==> config.mk <==
export PLATFORM = sky130hd
export DESIGN_NAME = seq_det_prog_flat
export DESIGN_NICKNAME = d
export VERILOG_FILES = /design/src/rtl/seq_det_prog_if.sv /design/src/rtl/seq_det_prog.sv /design/src/flat_wrapper.sv
export SDC_FILE = /design/constraint.sdc
export NUM_CORES = 1
export LEC_CHECK = 0
export BUFFER_PORTS_ARGS = -buffer_cell sky130_fd_sc_hd__buf_2
export CORE_UTILIZATION = 50
export CTS_CLUSTER_SIZE = 10
export DETAILED_ROUTE_END_ITERATION = 8
export PLACE_DENSITY = 0.77
export SETUP_SLACK_MARGIN = 0.02
export SYNTH_ARGS = -nofsm -noshare
export SYNTH_HDL_FRONTEND = slang
export SYNTH_SLANG_ARGS = --single-unit
==> constraint.sdc <==
create_clock -name clk -period 1.88 [get_ports clk]
set_input_delay 0 -clock clk [delete_from_list [all_inputs] [get_ports clk]]
set_output_delay 0 -clock clk [all_outputs]
set_load 0.01 [all_outputs]
==> src/rtl/seq_det_prog_if.sv <==
// Serial-stream and configuration bundle for the programmable pattern detector.
// The master side drives the bit stream and configuration; the slave side returns detection status.
interface seq_det_prog_if #(
  parameter int unsigned PAT_W = 4,
  parameter int unsigned CNT_W = 8
);

  logic             in_valid;
  logic             in;
  logic             cfg_load;
  logic [PAT_W-1:0] cfg_pat;
  logic             cfg_ovl;
  logic             match;
  logic [CNT_W-1:0] match_cnt;
  logic             armed;

  modport master (
    output in_valid, in, cfg_load, cfg_pat, cfg_ovl,
    input  match, match_cnt, armed
  );

  modport slave (
    input  in_valid, in, cfg_load, cfg_pat, cfg_ovl,
    output match, match_cnt, armed
  );

endinterface

==> src/rtl/seq_det_prog.sv <==
// Programmable serial pattern detector: runtime pattern/overlap configuration,
// qualified input stream, registered match pulse and saturating match counter.
module seq_det_prog #(
  parameter int unsigned      PAT_W   = 4,
  parameter int unsigned      CNT_W   = 8,
  parameter logic [PAT_W-1:0] DEF_PAT = PAT_W'(4'b1011),
  parameter logic             DEF_OVL = 1'b1
) (
  input logic          clk,
  input logic          rst,
  seq_det_prog_if.slave bus
);

  localparam int unsigned FILL_W = $clog2(PAT_W + 1);
  localparam logic [FILL_W-1:0] FILL_FULL = FILL_W'(PAT_W);
  localparam logic [FILL_W-1:0] FILL_LAST = FILL_W'(PAT_W - 1);
  localparam logic [CNT_W-1:0]  CNT_MAX   = '1;

  typedef enum logic [1:0] {
    ST_EMPTY   = 2'd0,
    ST_FILLING = 2'd1,
    ST_ARMED   = 2'd2
  } state_t;

  state_t            state_r;
  state_t            state_nx;
  logic [PAT_W-1:0]  pat_r;
  logic              ovl_r;
  logic [PAT_W-1:0]  hist_r;
  logic [PAT_W-1:0]  hist_nx;
  logic [FILL_W-1:0] fill_r;
  logic [FILL_W-1:0] fill_nx;
  logic              match_r;
  logic              match_nx;
  logic              armed_r;
  logic              armed_nx;
  logic [CNT_W-1:0]  cnt_r;
  logic [CNT_W-1:0]  cnt_nx;

  logic              consume_c;
  logic [PAT_W-1:0]  shifted_c;
  logic              hit_c;

  // A configuration load takes priority over any bit presented in the same cycle.
  assign consume_c = bus.in_valid & ~bus.cfg_load;
  assign shifted_c = {hist_r[PAT_W-2:0], bus.in};
  assign hit_c     = consume_c && (fill_r >= FILL_LAST) && (shifted_c == pat_r);

  always_ff @(posedge clk) begin
    if (rst) begin
      state_r <= ST_EMPTY;
    end else begin
      state_r <= state_nx;
    end
  end

  // History/fill update and fill-derived state.
  always_comb begin
    hist_nx  = hist_r;
    fill_nx  = fill_r;
    state_nx = state_r;
    if (bus.cfg_load || (hit_c && !ovl_r)) begin
      hist_nx = '0;
      fill_nx = '0;
    end else if (consume_c) begin
      hist_nx = shifted_c;
      if (state_r != ST_ARMED) begin
        fill_nx = fill_r + FILL_W'(1);
      end
    end
    if (fill_nx == '0) begin
      state_nx = ST_EMPTY;
    end else if (fill_nx == FILL_FULL) begin
      state_nx = ST_ARMED;
    end else begin
      state_nx = ST_FILLING;
    end
  end

  // Next values of the registered outputs.
  always_comb begin
    match_nx = hit_c;
    armed_nx = (state_nx == ST_ARMED);
    cnt_nx   = cnt_r;
    if (bus.cfg_load) begin
      cnt_nx = '0;
    end else if (hit_c && (cnt_r != CNT_MAX)) begin
      cnt_nx = cnt_r + CNT_W'(1);
    end
  end

  always_ff @(posedge clk) begin
    if (rst) begin
      pat_r   <= DEF_PAT;
      ovl_r   <= DEF_OVL;
      hist_r  <= '0;
      fill_r  <= '0;
      match_r <= 1'b0;
      armed_r <= 1'b0;
      cnt_r   <= '0;
    end else begin
      if (bus.cfg_load) begin
        pat_r <= bus.cfg_pat;
        ovl_r <= bus.cfg_ovl;
      end
      hist_r  <= hist_nx;
      fill_r  <= fill_nx;
      match_r <= match_nx;
      armed_r <= armed_nx;
      cnt_r   <= cnt_nx;
    end
  end

  assign bus.match     = match_r;
  assign bus.match_cnt = cnt_r;
  assign bus.armed     = armed_r;

endmodule

==> src/flat_wrapper.sv <==
// flat-port wrapper written by rule: the top's interface ports become plain ports
module seq_det_prog_flat 
#(
  parameter int unsigned      PAT_W   = 4,
  parameter int unsigned      CNT_W   = 8,
  parameter logic [PAT_W-1:0] DEF_PAT = PAT_W'(4'b1011),
  parameter logic             DEF_OVL = 1'b1
)
  (clk, rst, bus_in_valid, bus_in, bus_cfg_load, bus_cfg_pat, bus_cfg_ovl, bus_match, bus_match_cnt, bus_armed);
  seq_det_prog_if #(.PAT_W(PAT_W), .CNT_W(CNT_W)) bus_i ();
  input logic clk;
  input logic rst;
  input wire logic [$bits(bus_i.in_valid)-1:0] bus_in_valid;
  input wire logic [$bits(bus_i.in)-1:0] bus_in;
  input wire logic [$bits(bus_i.cfg_load)-1:0] bus_cfg_load;
  input wire logic [$bits(bus_i.cfg_pat)-1:0] bus_cfg_pat;
  input wire logic [$bits(bus_i.cfg_ovl)-1:0] bus_cfg_ovl;
  output wire logic [$bits(bus_i.match)-1:0] bus_match;
  output wire logic [$bits(bus_i.match_cnt)-1:0] bus_match_cnt;
  output wire logic [$bits(bus_i.armed)-1:0] bus_armed;
  assign bus_i.in_valid = bus_in_valid;
  assign bus_i.in = bus_in;
  assign bus_i.cfg_load = bus_cfg_load;
  assign bus_i.cfg_pat = bus_cfg_pat;
  assign bus_i.cfg_ovl = bus_cfg_ovl;
  assign bus_match = bus_i.match;
  assign bus_match_cnt = bus_i.match_cnt;
  assign bus_armed = bus_i.armed;
  seq_det_prog #(.PAT_W(PAT_W), .CNT_W(CNT_W), .DEF_PAT(DEF_PAT), .DEF_OVL(DEF_OVL)) u_core (.clk(clk), .rst(rst), .bus(bus_i));
endmodule
* Word level (Yosys, flattened, before mapping) *
Index checks and enable logic that the tools add are counted.
Widths: inputs -> output; s select.

word-level totals
  bits in registers = 23
  input bits = 10
  output and inout port bits = 10
  word-level logic and storage cells = 32

cells by class
  $add $sub $neg = 2
  order comparisons = 1
  equal/unequal tests = 5
  mux-type cells = 5
  bitwise gates (word level) = 2
  reductions and logical operators = 9

operator list
  cell                 number
  $mux 3               3
  $add 8x1->8 const B  1
  $ne 8x8->1 const B   1
  $eq 4x4->1           1
  $logic_and 1x1->1    4
  $mux 2               2
  $reduce_or 2->1      2
  $add 3x1->3 const B  1
  $eq 3x3->1 const B   1
  $ge 3x2->1 const B   1
  $logic_not 3->1      1
  $eq 2x2->1 const B   1
  $ne 2x2->1 const B   1
  $and 1x1->1          1
  $logic_not 1->1      1
  $logic_or 1x1->1     1
  $not 1->1            1

* Depth between registers and ports, before layout *
Gate-level depths: netlist of the first run.

  depth after elaboration = 11
  depth in mapped cells = 8

* Least setup slack after synthesis of the first run *
Ideal clock, no wire load.

  path type = reg2reg
  from = reg u_core.pat_r[0]
  to = reg u_core.cnt_r[3] (netlist: u_core.bus.match_cnt[3])
  setup time = 70 ps
  data arrival time = 1633 ps
  path slack = 177 ps
  cell stages (with the launch flop) = 7
  buffers on the path = 1
  period minus slack after synthesis = 1703 ps
  cells stage by stage = dfxtp_1 > and2b_2 > a2111oi_4 > nand4_2 > buf_6 > or3_1 > a21oi_1

between the ends
  longest elaborated chain between the ends = 3

ends and longest elaborated chain
  what                    line                 RTL
  from (decl)             seq_det_prog.sv:27   logic [PAT_W-1:0] pat_r;
  from (signal assigned)  seq_det_prog.sv:103  pat_r <= bus.cfg_pat;
  $eq 4x4->1              seq_det_prog.sv:47   assign hit_c = consume_c && (fill_r >= FILL_LAST) && (shifted_c == pat_r);
  $logic_and 1x1->1       seq_det_prog.sv:47
  $logic_and 1x1->1       seq_det_prog.sv:87   end else if (hit_c && (cnt_r != CNT_MAX)) begin
  to (signal assigned)    seq_det_prog.sv:110  cnt_r <= cnt_nx;
  to (decl)               seq_det_prog.sv:37   logic [CNT_W-1:0] cnt_r;

Every way passes these cells.
A chain may end at the register's enable or synchronous reset.

* Final worst setup path of the first run *
  from = reg u_core.pat_r[0]
  to = reg u_core.cnt_r[7] (netlist: u_core.bus.match_cnt[7])

The elaborated chain is that of the path after synthesis.

==> results of run 1 <==
[layout make-up]
cell class              count  area [um^2]
well taps                  25         31.3
flip-flops and latches     22          444
inverters                   9         33.8
fillers                   165          538
clock inverters             1         30.0
clock buffers               3         22.5
multi-input cells          78          513
repair buffers             32          208
[per-layer routing]
layer  share of wire  global-route usage  up-vias
met5               0                   0        -
met4          0.0075              0.0686        0
met3           0.040              0.0346        2
met2            0.51               0.364       19
met1            0.44               0.254      410
li1                -                   -      463
[power breakdown]
group          internal [mW]  switching (mW)
Sequential             0.477         0.00720
Combinational         0.0421          0.0377
Clock                  0.215           0.149
Total                  0.734           0.194
[per-stage QoR]
stage / worst slack, ns / util / power [mW] / instances
floorplan: 0.177 / - / 0.540 / 113
detailed placement: -0.0278 / 0.630 / 0.561 / 158
global placement: 0.0526 / 0.630 / 0.558 / 158
CTS: 0.0232 / 0.701 / 0.929 / 170
finish: 0.112 / 0.704 / 0.928 / 170
global route: -0.0246 / 0.704 / 0.962 / 170
[Yosys cell counts, drive strengths merged, types with 2 or more instances]
cell type	number	area [um^2]
nor3	2	10.0
dfxtp	22	440
a21oi	9	45.0
or3	4	26.3
inv	9	33.8
nor2	15	56.3
o21ai	6	30.0
buf	3	33.8
nand4	3	25.0
nand2	7	26.3
xor2	2	17.5
nor2b	2	12.5
nand3	5	25.0
mux2i	6	60.1
ha	3	37.5
[sequential cells by signal (all words and copies together), names as in the netlist]
name,count
u_core.hist_r,3
u_core.ovl_r,1
u_core.pat_r,4
u_core.bus.match_cnt,8
u_core.bus.match,1
u_core.state_r,2
u_core.fill_r,3
[what timing repair did]
action | CTS | global route
hold endpoints to repair | 6 | 0
endpoints found under the setup margin | 2 | 7
gates resized for setup | 1 | 5
hold buffers | 6 | 0
pin swaps | 4 | 4
cloned | 0 | 0
setup buffers | 2 | 0
[tightest hold or removal path: cells and delay by family]
kind,cells,cell delay (ns)
AOI/OAI and AO/OA,1,0.04
and+or+nand+nor,2,0.16
buffers and inverters,2,0.12
[cells by family after synthesis]
group,Yosys count,synth area share
simple gates,43,0.222
compound gates,23,0.156
flops,22,0.431
buf+inv,13,0.0698
mux,6,0.0588
xor+xnor,3,0.0257
fa+ha+maj,3,0.0368
[worst max path at each step]
stage / slack, ns / cells after the start / endpoint
finish: 0.11 / 5 / u_core.bus.match_cnt[7]
global route: -0.02 / 9 / u_core.bus.match_cnt[1]
CTS: 0.02 / 5 / u_core.bus.match_cnt[5]
detailed placement: -0.03 / 5 / u_core.bus.match_cnt[5]
global placement: 0.05 / 5 / u_core.bus.match_cnt[5]
floorplan: 0.18 / 6 / u_core.bus.match_cnt[3]
==> qor.yml, run 1 <==
r2r-end: "u_core.bus.match_cnt[7]"
critPathRequiredTime_ns: 2.13
crit_type: "register to register"
hold_depth: 5
min_from: "bus_in"
hpwl_um: 1430
grt_pass1_wl_um: 3220
dieArea_um2: 2230
end_kind: "register"
cts_max_level: 1
reg2reg_from: "u_core.pat_r[0]"
grt_util_all_layers: 0.206
path_max_fanout: 8
grt_max_degree: 14
die_height_um: 47.2
cp.arrival_ns: 2.02
tightest_slew_ns: 0.500
rrSetupSlack_ns: 0.11
netlist_area_um2: 1020
ys.warnings.count: 0
synth_ff_type: "dfxtp_1"
drc: 0
max_freq_mhz: 566
cp-start-kind: "register"
numCtsBuffers: 3
yosysSeqAreaShare: 0.431
fin_skew_ns: 0.00538
cts_sinks: 22
vias_per_cell: 5.26
rsz0062_at_grt: "yes"
synth_seq_cells: 22
globalplace.congestion: 0.829
finalSetupViolCount: 0
max_stage_delay_ns: 0.50
hold_end: "u_core.hist_r[0]"
dpl_cell_area_um2: 1150
syn_nets: 126
synth-async-reset-ratio: 0
status: "finished clean"
drtPass1Iterations: 4
synth_cell_types: 33
grt.overflow.total: 0
io_pins: 20
tns_ns: 0
core_area_um2: 1820
syn_inst: 113
final_antenna_net_count: 0
holdCritPathClass: "primary input to register"
min_period_ns: 1.77
drive_gt1_frac: 0.276
n_antenna_cell: 0
final_hold_viol_count: 0
peakVddDrop_v: 0.000653
antenna_found_initial: 0
grt_pass1_vias: 766
crit_start: "u_core.pat_r[0]"
drtIter0Drc: 13
reg2regPathDepth: 5
power_density_nw_per_um2: 724
vias: 894
die_w_um: 47.2
slew_viol_final: 0
cp_top_family: "simple AND/OR/NAND/NOR gates"
drt_wl_total_um: 2000
num_rows: 15
final_cell_mix: "buf_2, dfxtp_1, nor2_1, inv_1, a21oi_1"
routedWlPerCell_um: 11.8
clk_pin_slew_ns: 0.13
fin_nets: 159
crit_chain: "and2b_2 > a2111oi_4 > nand4_2 > or3_2 > a21oi_2"
drv_cap: 0
io_buffers: 19
slew_headroom: 0.666
area_delta_synth_final_pct: 25.6
clk_path_buf_depth: 2
fin_area_um2: 1280
timing.critical_path.buf_inv: 0
cts_tree: "done"
synth_edf_count: 0
timing.final.crit_share: 0.940
start_util: 0.561
syn_area_per_cell_um2: 9.04
leakagePower_nw: 0.538
worstSkewPairLatency_ns: 0.31
cts_root_buffer: "clkbuf_4"
holdWs_ns: 0.0461
cp_slowest_cell: "or3_2"
Power figures use the tool's default switching activity.
==> run 2, diff against run 1 <==
CELL_PAD_IN_SITES_DETAIL_PLACEMENT = 2   (was unset)
CELL_PAD_IN_SITES_GLOBAL_PLACEMENT = 2   (was unset)
CORE_ASPECT_RATIO = 1.75   (was unset)
CORE_UTILIZATION = 32   (was 50)
PLACE_DENSITY = 0.81   (was 0.77)
==> run 2 against run 1 <==
Against the previous run: die area grew 54%; sequential power barely moved; routed wire length rose by 75%; critical path type unchanged; highest routed layer unchanged.
==> qor.yml, run 2 (synthesis gave the netlist of run 1 again) <==
status: "finished clean"
cp.arrival_ns: 2.00  # -0.02 ns
seqPwrFrac: 0.554  # +0.032
dp_worst_setup_slack_ns: -0.0714  # -0.0436 ns
end_kind: "register"
p_sw_frac: 0.238  # +0.0296
slew_viol_final: 0  # unchanged
path_common_cell: "buf_4"
holdCritPathClass: "primary input to register"
min_from: "bus_cfg_pat[2]"
grt_max_degree: 12  # -2
p_int_mw: 0.665  # -9.4%
routedWlPerCell_um: 18.2  # +55%
max_stage_delay_ns: 0.34  # -0.16 ns
nFillCells: 347  # +110%
dieArea_um2: 3430  # +54%
die_height_um: 76.7  # +63%
grt_pass1_wl_um: 5690  # +77%
peakVddDrop_v: 0.000354  # -46%
worst_slack_ns: 0.0346  # -0.0776 ns
total_power_mw: 0.873  # -5.9%
cts_root_buffer: "clkbuf_8"
cp_top_family: "buffers and inverters"
r2r-end: "u_core.bus.match_cnt[7]"
hpwl_um: 2270  # +59%
clk_pin_slew_ns: 0.07  # -0.06 ns
die_w_um: 44.7  # -5.3%
crit_chain: "and2b_2 > a2111oi_4 > buf_4 > nand4_4 > buf_4 > buf_4 > o21ai_2 > a21oi_2"
mostFrequentLayoutCell: "dfxtp_1"
pwr-share-clk: 0.334  # -0.058
rsz0062_at_grt: "yes"
hold_end: "u_core.pat_r[2]"
holdWs_ns: 0.00214  # -0.0439 ns
start_util: 0.341  # -0.220
crit_type: "register to register"
grt.overflow.total: 0  # unchanged
drive_gt1_frac: 0.347  # +0.0708
grt_util_all_layers: 0.221  # +0.0145
cts_max_level: 1  # unchanged
min_period_ns: 1.85  # +0.0776 ns
critPathRequiredTime_ns: 2.03  # -0.10 ns
path_max_fanout: 5  # -3
vias_per_cell: 5.20  # -1.1%
p_sw_mw: 0.208  # +7.4%
core_area_um2: 2990  # +64%
cp_slowest_cell: "dfxtp_2"
worst-path-stages: 8  # +3
fin_skew_ns: 0.00232  # -0.00306 ns
power_density_nw_per_um2: 627  # -13%
drt_wl_total_um: 3490  # +75%
io_pins: 20  # unchanged
drv_cap: 0  # unchanged
largest_reg_flops: 8  # unchanged
finalSetupViolCount: 0  # unchanged
io_buffers: 19  # unchanged
n_antenna_cell: 0  # unchanged
reg2reg_from: "u_core.pat_r[0]"
worstSkewPairLatency_ns: 0.26  # -0.05 ns
numCtsBuffers: 3  # unchanged
antenna_found_initial: 0  # unchanged
final_hold_viol_count: 0  # unchanged
reg2regPathDepth: 8  # +3
drtIter0Drc: 11  # -2
drtPass1Iterations: 4  # unchanged
cp-start-kind: "register"
clk_path_buf_depth: 2  # unchanged
final_cell_mix: "dfxtp_1, buf_2, nor2_1, buf_4, inv_1"
slew_headroom: 0.642  # -0.0244
timing.final.crit_share: 0.982  # +0.0413
area_delta_synth_final_pct: 36.4
drc: 0  # unchanged
num_rows: 26  # +11
final_antenna_net_count: 0  # unchanged
timing.critical_path.buf_inv: 3  # +3
max_freq_mhz: 542  # -4.2%
grt_pass1_vias: 1190  # +55%
vias: 999  # +12%
fin_nets: 165  # +3.8%
cts_sinks: 22  # unchanged
globalplace.congestion: 0.712  # -14%
tightest_slew_ns: 0.537  # +0.0367 ns
tns_ns: 0  # unchanged
crit_start: "u_core.pat_r[0]"
pwr-share-comb: 0.112  # +0.026
hold_depth: 3  # -2
rrSetupSlack_ns: 0.03  # -0.08 ns
cts_tree: "done"
leakagePower_nw: 0.555  # +3.1%
run 2: stage by stage:
stage          area, um^2  std cells  utilization
3_5_place_dp         1180        177        0.395
3_3_place_gp         1180        177        0.395
6_report             1390        192        0.465
5_1_grt              1390        192        0.465
4_1_cts              1340        191        0.447
2_1_floorplan        1020        113            -
run 2: area by class of cell:
cell class              count  area (um^2)  share of cell area
inverters                   9         33.8              0.0243
well taps                  42         52.6              0.0377
multi-input cells          79          579               0.416
clock buffers               3         41.3              0.0296
flip-flops and latches     22          443               0.318
repair buffers             37          243               0.174
run 2: power by group through the flow:
stage               Clock, mW  Sequential (mW)  Combinational, mW
finish                  0.292            0.484             0.0977
global route            0.317            0.485              0.107
CTS                     0.293            0.484             0.0927
detailed placement          0            0.494             0.0767
global placement            0            0.493             0.0714
floorplan                   0            0.493             0.0475
run 2: how the worst max path moves through the flow:
stage                                   end  slack (ns)
floorplan           u_core.bus.match_cnt[3]        0.18
global placement    u_core.bus.match_cnt[5]        0.02
detailed placement  u_core.bus.match_cnt[5]       -0.07
CTS                 u_core.bus.match_cnt[1]        0.02
global route        u_core.bus.match_cnt[7]       -0.03
finish              u_core.bus.match_cnt[7]        0.03
run 2: worst min-delay path, cell delays in order:
cell     delay, ns
buf_2         0.08
mux2i_1       0.06
nor2_1        0.08
run 2: what timing repair did:
item / CTS / global route
resized for setup: 3 / 12
endpoints found under the setup margin: 5 / 15
pin swaps: 3 / 5
hold endpoints to repair: 6 / 0
hold buffers: 5 / 0
gates cloned: 1 / 0
buffers inserted: 5 / 1
run 2: layer usage:
layer  global-route usage  vias up  share of wire
met4               0.0697        0          0.022
met2                0.431       20           0.61
met3               0.0282        7          0.021
li1                     -      474              -
met1                0.222      498           0.35
met5                    0        -              0
